### config.mk
export PLATFORM = sky130hd
export DESIGN_NAME = overture_core_p_flat
export DESIGN_NICKNAME = d
export VERILOG_FILES = /design/src/rtl/overture_core_p_if.sv /design/src/rtl/overture_core_p.sv /design/src/flat_wrapper.sv
export SDC_FILE = /design/constraint.sdc
export NUM_CORES = 1
export LEC_CHECK = 0
export BUFFER_PORTS_ARGS = -buffer_cell sky130_fd_sc_hd__buf_2
export CORE_ASPECT_RATIO = 1.75
export CORE_MARGIN = 2
export CORE_UTILIZATION = 28
export DETAILED_ROUTE_END_ITERATION = 10
export GPL_ROUTABILITY_DRIVEN = 0
export PLACE_DENSITY = 0.45
export SLEW_MARGIN = 10
export SYNTH_ARGS = -nofsm -noshare
export SYNTH_HDL_FRONTEND = slang
export SYNTH_SLANG_ARGS = --single-unit
### constraint.sdc
create_clock -name clk -period 7.1 [get_ports clk]
set_clock_uncertainty 0.1 [all_clocks]
set_input_delay 0.71 -clock clk [delete_from_list [all_inputs] [get_ports clk]]
set_output_delay 0.71 -clock clk [all_outputs]
set_load 0.03 [all_outputs]
### src/rtl/overture_core_p_if.sv
// Program-fetch, input-stream and output-stream signals of the overture core.
interface overture_core_p_if #(
  parameter int unsigned DATA_W = 8,
  parameter int unsigned PC_W   = 8
);
  logic [PC_W-1:0]   prog_addr;
  logic [7:0]        prog_data;
  logic              in_valid;
  logic              in_ready;
  logic [DATA_W-1:0] in_data;
  logic              out_valid;
  logic              out_ready;
  logic [DATA_W-1:0] out_data;

  // Core side: fetches instructions, consumes input words, produces output words.
  modport master (
    output prog_addr,
    input  prog_data,
    input  in_valid,
    output in_ready,
    input  in_data,
    output out_valid,
    input  out_ready,
    output out_data
  );

  // Environment side: program store, input source and output sink.
  modport slave (
    input  prog_addr,
    output prog_data,
    output in_valid,
    input  in_ready,
    output in_data,
    input  out_valid,
    output out_ready,
    input  out_data
  );
endinterface

### src/rtl/overture_core_p.sv
// Overture core: tiny one-instruction-per-cycle CPU with IMM/CALC/COPY/COND
// opcodes, a stalling I/O port at register index 6 and a RUN/HALT state.
module overture_core_p #(
  parameter int unsigned DATA_W = 8,
  parameter int unsigned NREG   = 6,
  parameter int unsigned PC_W   = 8
) (
  input  logic                 clk,
  input  logic                 rst,
  overture_core_p_if.master    bus,
  output logic                 halted
);

  typedef enum logic {RUN, HALT} state_t;
  typedef enum logic [1:0] {OP_IMM, OP_CALC, OP_COPY, OP_COND} op_t;

  state_t            state;
  logic [PC_W-1:0]   pc;
  logic [DATA_W-1:0] regs [NREG];

  op_t               op;
  logic [2:0]        src;
  logic [2:0]        dst;
  logic [2:0]        fn;
  logic              active;
  logic              is_copy;
  logic              src_io;
  logic              dst_io;
  logic              halt_op;
  logic              xfer_ok;
  logic              cond_true;
  logic              r3_neg;
  logic              r3_zero;
  logic [DATA_W-1:0] src_val;
  logic [DATA_W-1:0] calc_val;

  assign bus.prog_addr = pc;

  // Decode, operand select, ALU, branch condition and I/O handshake.
  // Handshake outputs are gated by rst so they drop the moment reset asserts.
  always_comb begin
    op      = op_t'(bus.prog_data[7:6]);
    src     = bus.prog_data[5:3];
    dst     = bus.prog_data[2:0];
    fn      = bus.prog_data[2:0];
    active  = rst && (state == RUN);
    is_copy = active && (op == OP_COPY);
    src_io  = (src == 3'd6);
    dst_io  = (dst == 3'd6);
    halt_op = is_copy && (src == 3'd7) && (dst == 3'd7);

    src_val = '0;
    if (src_io) begin
      src_val = bus.in_data;
    end else begin
      for (int unsigned i = 0; i < NREG; i++) begin
        if (src == 3'(i)) src_val = regs[i];
      end
    end

    calc_val = '0;
    case (fn)
      3'd0: calc_val = regs[1] | regs[2];
      3'd1: calc_val = ~(regs[1] & regs[2]);
      3'd2: calc_val = ~(regs[1] | regs[2]);
      3'd3: calc_val = regs[1] & regs[2];
      3'd4: calc_val = regs[1] + regs[2];
      3'd5: calc_val = regs[1] - regs[2];
      3'd6: calc_val = regs[1] << regs[2][2:0];
      3'd7: calc_val = regs[1] >> regs[2][2:0];
      default: calc_val = '0;
    endcase

    r3_neg  = regs[3][DATA_W-1];
    r3_zero = (regs[3] == '0);
    cond_true = 1'b0;
    case (fn)
      3'd0: cond_true = 1'b0;
      3'd1: cond_true = r3_zero;
      3'd2: cond_true = r3_neg;
      3'd3: cond_true = r3_neg || r3_zero;
      3'd4: cond_true = 1'b1;
      3'd5: cond_true = !r3_zero;
      3'd6: cond_true = !r3_neg;
      3'd7: cond_true = !r3_neg && !r3_zero;
      default: cond_true = 1'b0;
    endcase

    bus.in_ready  = is_copy && src_io && (!dst_io || bus.out_ready);
    bus.out_valid = is_copy && dst_io && (!src_io || bus.in_valid);
    bus.out_data  = bus.out_valid ? src_val : '0;

    if (!src_io && !dst_io)    xfer_ok = 1'b1;
    else if (src_io && dst_io) xfer_ok = bus.in_valid && bus.out_ready;
    else if (src_io)           xfer_ok = bus.in_valid;
    else                       xfer_ok = bus.out_ready;
  end

  // RUN/HALT state machine, PC and register file; an incomplete I/O copy stalls.
  always_ff @(posedge clk or negedge rst) begin
    if (!rst) begin
      state  <= RUN;
      halted <= 1'b0;
      pc     <= '0;
      for (int unsigned i = 0; i < NREG; i++) regs[i] <= '0;
    end else if (state == RUN) begin
      case (op)
        OP_IMM: begin
          regs[0] <= DATA_W'(bus.prog_data[5:0]);
          pc      <= pc + PC_W'(1);
        end
        OP_CALC: begin
          regs[3] <= calc_val;
          pc      <= pc + PC_W'(1);
        end
        OP_COPY: begin
          if (halt_op) begin
            state  <= HALT;
            halted <= 1'b1;
          end else if (xfer_ok) begin
            for (int unsigned i = 0; i < NREG; i++) begin
              if (dst == 3'(i)) regs[i] <= src_val;
            end
            pc <= pc + PC_W'(1);
          end
        end
        OP_COND: begin
          pc <= cond_true ? PC_W'(regs[0]) : pc + PC_W'(1);
        end
        default: pc <= pc;
      endcase
    end
  end

endmodule

### src/flat_wrapper.sv
// flat-port wrapper written by rule: the top's interface ports become plain ports
module overture_core_p_flat 
#(
  parameter int unsigned DATA_W = 8,
  parameter int unsigned NREG   = 6,
  parameter int unsigned PC_W   = 8
)
  (clk, rst, halted, bus_prog_addr, bus_prog_data, bus_in_valid, bus_in_ready, bus_in_data, bus_out_valid, bus_out_ready, bus_out_data);
  overture_core_p_if #(.DATA_W(DATA_W), .PC_W(PC_W)) bus_i ();
  input  logic clk;
  input  logic rst;
  output logic halted;
  output wire logic [$bits(bus_i.prog_addr)-1:0] bus_prog_addr;
  input wire logic [$bits(bus_i.prog_data)-1:0] bus_prog_data;
  input wire logic [$bits(bus_i.in_valid)-1:0] bus_in_valid;
  output wire logic [$bits(bus_i.in_ready)-1:0] bus_in_ready;
  input wire logic [$bits(bus_i.in_data)-1:0] bus_in_data;
  output wire logic [$bits(bus_i.out_valid)-1:0] bus_out_valid;
  input wire logic [$bits(bus_i.out_ready)-1:0] bus_out_ready;
  output wire logic [$bits(bus_i.out_data)-1:0] bus_out_data;
  assign bus_prog_addr = bus_i.prog_addr;
  assign bus_i.prog_data = bus_prog_data;
  assign bus_i.in_valid = bus_in_valid;
  assign bus_in_ready = bus_i.in_ready;
  assign bus_i.in_data = bus_in_data;
  assign bus_out_valid = bus_i.out_valid;
  assign bus_i.out_ready = bus_out_ready;
  assign bus_out_data = bus_i.out_data;
  overture_core_p #(.DATA_W(DATA_W), .NREG(NREG), .PC_W(PC_W)) u_core (.clk(clk), .rst(rst), .bus(bus_i), .halted(halted));
endmodule
-- Word-level counts from Yosys, hierarchy flattened
Cells that the tools add are included.
- bits in registers: 58
- input bits: 20
- output and inout port bits: 19
- word-level logic and storage cells: 105
- add/subtract/negate cells: 3
- eq/ne operators: 21
- shift operators: 2
- multiplexer cells: 30
- bitwise logic cells: 6
- reductions and logical operators: 34
- operators with widths (cell ; count):
    8-bit two-way mux ; 17
    48-bit two-way mux ; 2
    8-bit one-hot mux with 8 select lines ; 1
    8-bit one-hot mux with 2 select lines ; 2
    5-bit AND reduction ; 6
    3-bit equality test (second input constant) ; 8
    8-bit one-hot mux with 3 select lines ; 1
    8-bit NOT ; 2
    3-bit by 2-bit equality test with 1-bit output (second input constant) ; 4
    1-bit logical AND ; 12
    8-bit by 1-bit adder with 8-bit output (second input constant) ; 1
    8-bit adder ; 1
    8-bit AND ; 1
    8-bit zero test ; 1
    8-bit bitwise OR ; 1
    1-bit one-hot mux with 8 select lines ; 1
    8-bit by 3-bit left shift with 8-bit output ; 1
    8-bit by 3-bit >> shifter with 8-bit output ; 1
    8-bit subtractor ; 1
    3-bit by 1-bit equality test with 1-bit output (second input constant) ; 2
    3-bit zero test ; 2
    1-bit two-way mux ; 6
    2-bit inequality test (second input constant) ; 3
    3-bit AND reduction ; 2
    9 further kinds ; 17

-- Logic depth before layout (Yosys ltp)
- depth after elaboration: 12
- depth in mapped cells: 14

-- Least setup slack after synthesis
Ideal clock, no wire load.
- kind: input to output
- start point: input port bus_prog_data[3]
- end point: output port bus_out_data[1]
- arrival: 2.366 ns
- required time: 6.290 ns
- slack: 3.924 ns
- stages: 8
- buffers on the path: 3
- cells stage by stage: buf_2 buf_2 buf_2 nand2_1 a21oi_1 a21oi_1 o221ai_1 nor2b_1
- word-level cells in the longest chain between the ends: 9
- ends and longest elaborated chain (what ; RTL line ; RTL):
    from (decl) ; flat_wrapper.sv:14 ; input wire logic [$bits(bus_i.prog_data)-1:0] bus_prog_data;
    3-bit zero test ; overture_core_p.sv:57 ; if (src == 3'(i)) src_val = regs[i];
    8-bit two-way mux (6 in series) ; overture_core_p.sv:57 ;
    8-bit two-way mux ; overture_core_p.sv:53 ; if (src_io) begin
    8-bit two-way mux (*) ; overture_core_p.sv:91 ; bus.out_data = bus.out_valid ? src_val : '0;
    to (decl) ; flat_wrapper.sv:20 ; output wire logic [$bits(bus_i.out_data)-1:0] bus_out_data;
Every way passes the cells marked *; elsewhere a longest branch is shown, timed or not.

-- Worst setup path in the final report
- start point: register u_core.regs[25] (netlist name)
- end point: output port bus_out_data[1]
- word-level cells in the longest chain between the ends: 6
- ends and longest elaborated chain (what ; RTL line ; RTL):
    from (decl) ; overture_core_p.sv:19 ; logic [DATA_W-1:0] regs [NREG];
    from (signal, indexed assignment) ; overture_core_p.sv:122 ; if (dst == 3'(i)) regs[i] <= src_val;
    8-bit two-way mux (4 in series) ; overture_core_p.sv:57 ;
    8-bit two-way mux ; overture_core_p.sv:53 ;
    8-bit two-way mux ; overture_core_p.sv:91 ;
No other way between the ends.

==> summary.md <==
• 9 — clock buffer count from CTS
• sky130_fd_sc_hd__dfrtp_1 — slowest CP cell
• 0 — cts hold-fix bufs
• 3 — H-tree levels
• 254 — initial detailed-routing violation count
• 22.7 microns — detailed-route wire length per cell
• sky130_fd_sc_hd__dfrtp_1, sky130_fd_sc_hd__nor2_1, sky130_fd_sc_hd__a21oi_1, sky130_fd_sc_hd__nand2_1, sky130_fd_sc_hd__mux2_2 — leading cell types by count after synthesis
• 0.33 ns — source-to-sink clock delay at the later pin of the worst-skew pair
• 0.000153 V — maximum vdd ir drop
• 0 — Inserted Diodes
• 12.7 mm — HPWL after DPL
• 38 — number of port buffers
• 4311 — number of global-route vias before repair
• 3.50 ns — slack of the worst reg-to-reg path
• 716 — placed insts
• 58 — CTS Sinks
• 25.7 mm — wire length of the first global-routing pass
• 5.83 — routed vias/inst
• 732 — Final Instance Count excl. Fillers
• 0 ns — post-route setup TNS
• 0.76 ns — maximum cell stage delay along the critical path
• 2.24 nW — cell leakage power
• 19.5% — global-route total usage across every layer
• 552 — post-synth net total
• 6 — Stages on worst setup path
• 39 — I/O pin cnt
• 0.985 ns — slew at the pin closest to its max-slew limit
• 173 microns — height of the chip
• 2880 sq um — area of the multi-input gates
• 101 microns — horizontal die dimension
• sky130_fd_sc_hd__dfrtp_1, sky130_fd_sc_hd__mux2_2, sky130_fd_sc_hd__a21oi_1 — synth top area cells
• 4266 — Vias
• 1450 sq um — register area
• 0 — buffers inserted by post-CTS timing repair
• 0 — number of max-capacitance violations reported
• 4580 sq um — Synth Cell Area
• 31.7% — proportion of netlist area held by the largest area contributor
• 259 MHz — highest clock frequency the design can meet
• output port — type of destination of the critical path
• 2 — maximum count of clock buffers along a single path
• 3.05 ns — data arrival time of the critical path
• compound AO/OA/AOI/OAI gates — CP top delay family
• 34.0% — headroom to the max-slew limit
• 0 — number of remaining DRC errors
• 100% — asr flop ratio synth
• 1641 — Fillers
• inv_1, o21ai_0, a22oi_1, o221ai_1, nor2b_1, buf_2 — cell chain of the critical path
• 0 — number of enable-type register cells in the synthesized netlist
• yes — TritonCTS clock tree
• sky130_fd_sc_hd__clkbuf_16 — CTS root buffer
• 3.86 ns — time the worst path needs with I/O delays and setup
• 61 — total number of placement rows
• 343 nW/um^2 — Power Density
• 58 — post-synthesis register bit count
• 19 — crit path max fanout
• 14.5% — layout overhead on the synthesized area
• sky130_fd_sc_hd__dfrtp_1 — top_reg_cell synth
• 0 — Ys Warns
• 1 — number of cells traversed by the worst hold path
• 16000 sq um — Core Area
• sky130_fd_sc_hd__dfrtp_1 — top cell type by total area after synthesis
• 0 — final hold violation count
• 22.5% — fraction of layout instances using a drive strength above 1
• 54.4% — post-route clock period utilization
• 61 — maximum number of pins on one net before global-route repair
• 571 — layout net count
• 17400 sq um — Die Area
• 0 — total grt overflow
• 8.83 sq um — mean cell area of the mapped netlist
• 0.00180 W — total power draw
• 0 — Final Max Tran Viols
• no — setup repair after global routing missed its margin
• 0 — Final setup viols
• 5 — number of search-and-repair iterations in the first detailed-routing pass
• flip-flop to flip-flop — class of the most critical hold timing path
• 70 — number of distinct standard cells referenced by the synthesized netlist
• 12 — number of cells on the worst reg-to-reg path
• flip-flop to output port — Worst Path Class, Setup
• sky130_fd_sc_hd__dfrtp_1 — library cell with the highest instance count after synthesis
• 6.29 ns — required arrival time at the worst endpoint
• 2 — count of buffering cells on the critical path with inverters included
• 31.7% — proportion of synthesized chip area in sequential cells
• 0 — initial antenna violation count
• 16.6 mm — Routed WL
• 0 — Final ANT Viol Nets
• flip-flop — kind of start point of the critical path
• 0.05 ns — clock slew at the register clock pins of the worst setup and hold paths
• 0 — number of gates resized after CTS
• 28.7% — initial core utilization
• 519 — Syn Inst Count
• finished clean — status
[sequential cells by signal (all words and copies together) (netlist names)]
signal and cells:
u_core.bus.prog_addr 8, u_core.halted 1, u_core.r3_neg 1, u_core.regs 47
u_core.state 1
[cells by family after synthesis]
logic type	count (synthesis)	synth area share (%)
fa+ha+maj	13	3.71
flops	58	31.7
xor+xnor	11	2.10
mux	61	16.3
compound gates	157	23.4
buf+inv	58	5.54
simple gates	161	17.3
[cells in the final DEF (no fill, tap or decap), types with 6 or more instances in the layout]
| master | count |
|---|---|
| sky130_fd_sc_hd__dfrtp_1 | 58 |
| sky130_fd_sc_hd__nor2b_1 | 7 |
| sky130_fd_sc_hd__a21oi_1 | 39 |
| sky130_fd_sc_hd__a31oi_1 | 20 |
| sky130_fd_sc_hd__mux2i_1 | 17 |
| sky130_fd_sc_hd__buf_2 | 38 |
| sky130_fd_sc_hd__and2_1 | 6 |
| sky130_fd_sc_hd__inv_1 | 17 |
| sky130_fd_sc_hd__nand2_1 | 39 |
| sky130_fd_sc_hd__mux2_2 | 37 |
| sky130_fd_sc_hd__mux4_2 | 7 |
| sky130_fd_sc_hd__nor2_1 | 50 |
| sky130_fd_sc_hd__buf_4 | 10 |
| sky130_fd_sc_hd__nand3_1 | 11 |
| sky130_fd_sc_hd__nor3_1 | 17 |
| sky130_fd_sc_hd__a22oi_1 | 7 |
| sky130_fd_sc_hd__xnor2_1 | 7 |
| sky130_fd_sc_hd__ha_1 | 12 |
| sky130_fd_sc_hd__o21ai_0 | 26 |
| sky130_fd_sc_hd__clkbuf_16 | 9 |
[worst reg2reg max path: stages, from the launching register on]
cell	delay, ns
sky130_fd_sc_hd__dfrtp_1	0.76
sky130_fd_sc_hd__inv_1	0.40
sky130_fd_sc_hd__ha_1	0.39
sky130_fd_sc_hd__nand2_1	0.04
sky130_fd_sc_hd__o21ai_0	0.15
sky130_fd_sc_hd__inv_1	0.09
sky130_fd_sc_hd__ha_1	0.28
sky130_fd_sc_hd__nand2_1	0.04
sky130_fd_sc_hd__o21ai_0	0.36
sky130_fd_sc_hd__a31oi_1	0.16
sky130_fd_sc_hd__xor2_1	0.16
sky130_fd_sc_hd__o221a_2	0.26
sky130_fd_sc_hd__o41ai_1	0.29
[metrics by stage]
step	area, sq um	setup slack [ns]	hold slack [ns]	util [%]
floorplan	4580	3.92	0.314	-
global placement	4900	3.44	0.387	30.7
detailed placement	4900	3.36	0.394	30.7
CTS	5250	3.22	0.410	32.9
global route	5250	3.05	0.418	32.9
finish	5250	3.24	0.406	32.9
[path summary, 6_finish.rpt]
kind | from | to
max reg2reg | u_core.regs[25] | u_core.regs[21]
max in group asynchronous | rst | u_core.regs[28]
max | u_core.regs[25] | bus_out_data[1]
min in group asynchronous | rst | u_core.halted
min | u_core.regs[5] | u_core.regs[5]
min reg2reg | u_core.regs[5] | u_core.regs[5]
[cell type report]
class	count	area share, %
inverters	18	1.29
repair buffers	48	5.06
clock buffers	9	4.29
well taps	189	4.51
clock inverters	7	2.38
multi-input cells	403	54.8
flip-flops and latches	58	27.7
[metal layers]
layer	part of all wire (%)	wire length (microns)	GRT usage, %
met1	36	5990	20.6
met2	54	8910	35.0
met3	4.1	685	3.11
met4	6.3	1040	12.3
met5	0	0	0
[power breakdown]
part | switching, W | total [W] | internal, W | leakage [nW]
clock network | 0.000166 | 0.000511 | 0.000345 | 0.170
logic | 0.000404 | 0.000708 | 0.000304 | 1.35
registers | 0.000161 | 0.000581 | 0.000420 | 0.719
Note: power is estimated with default switching activity, not from simulation.
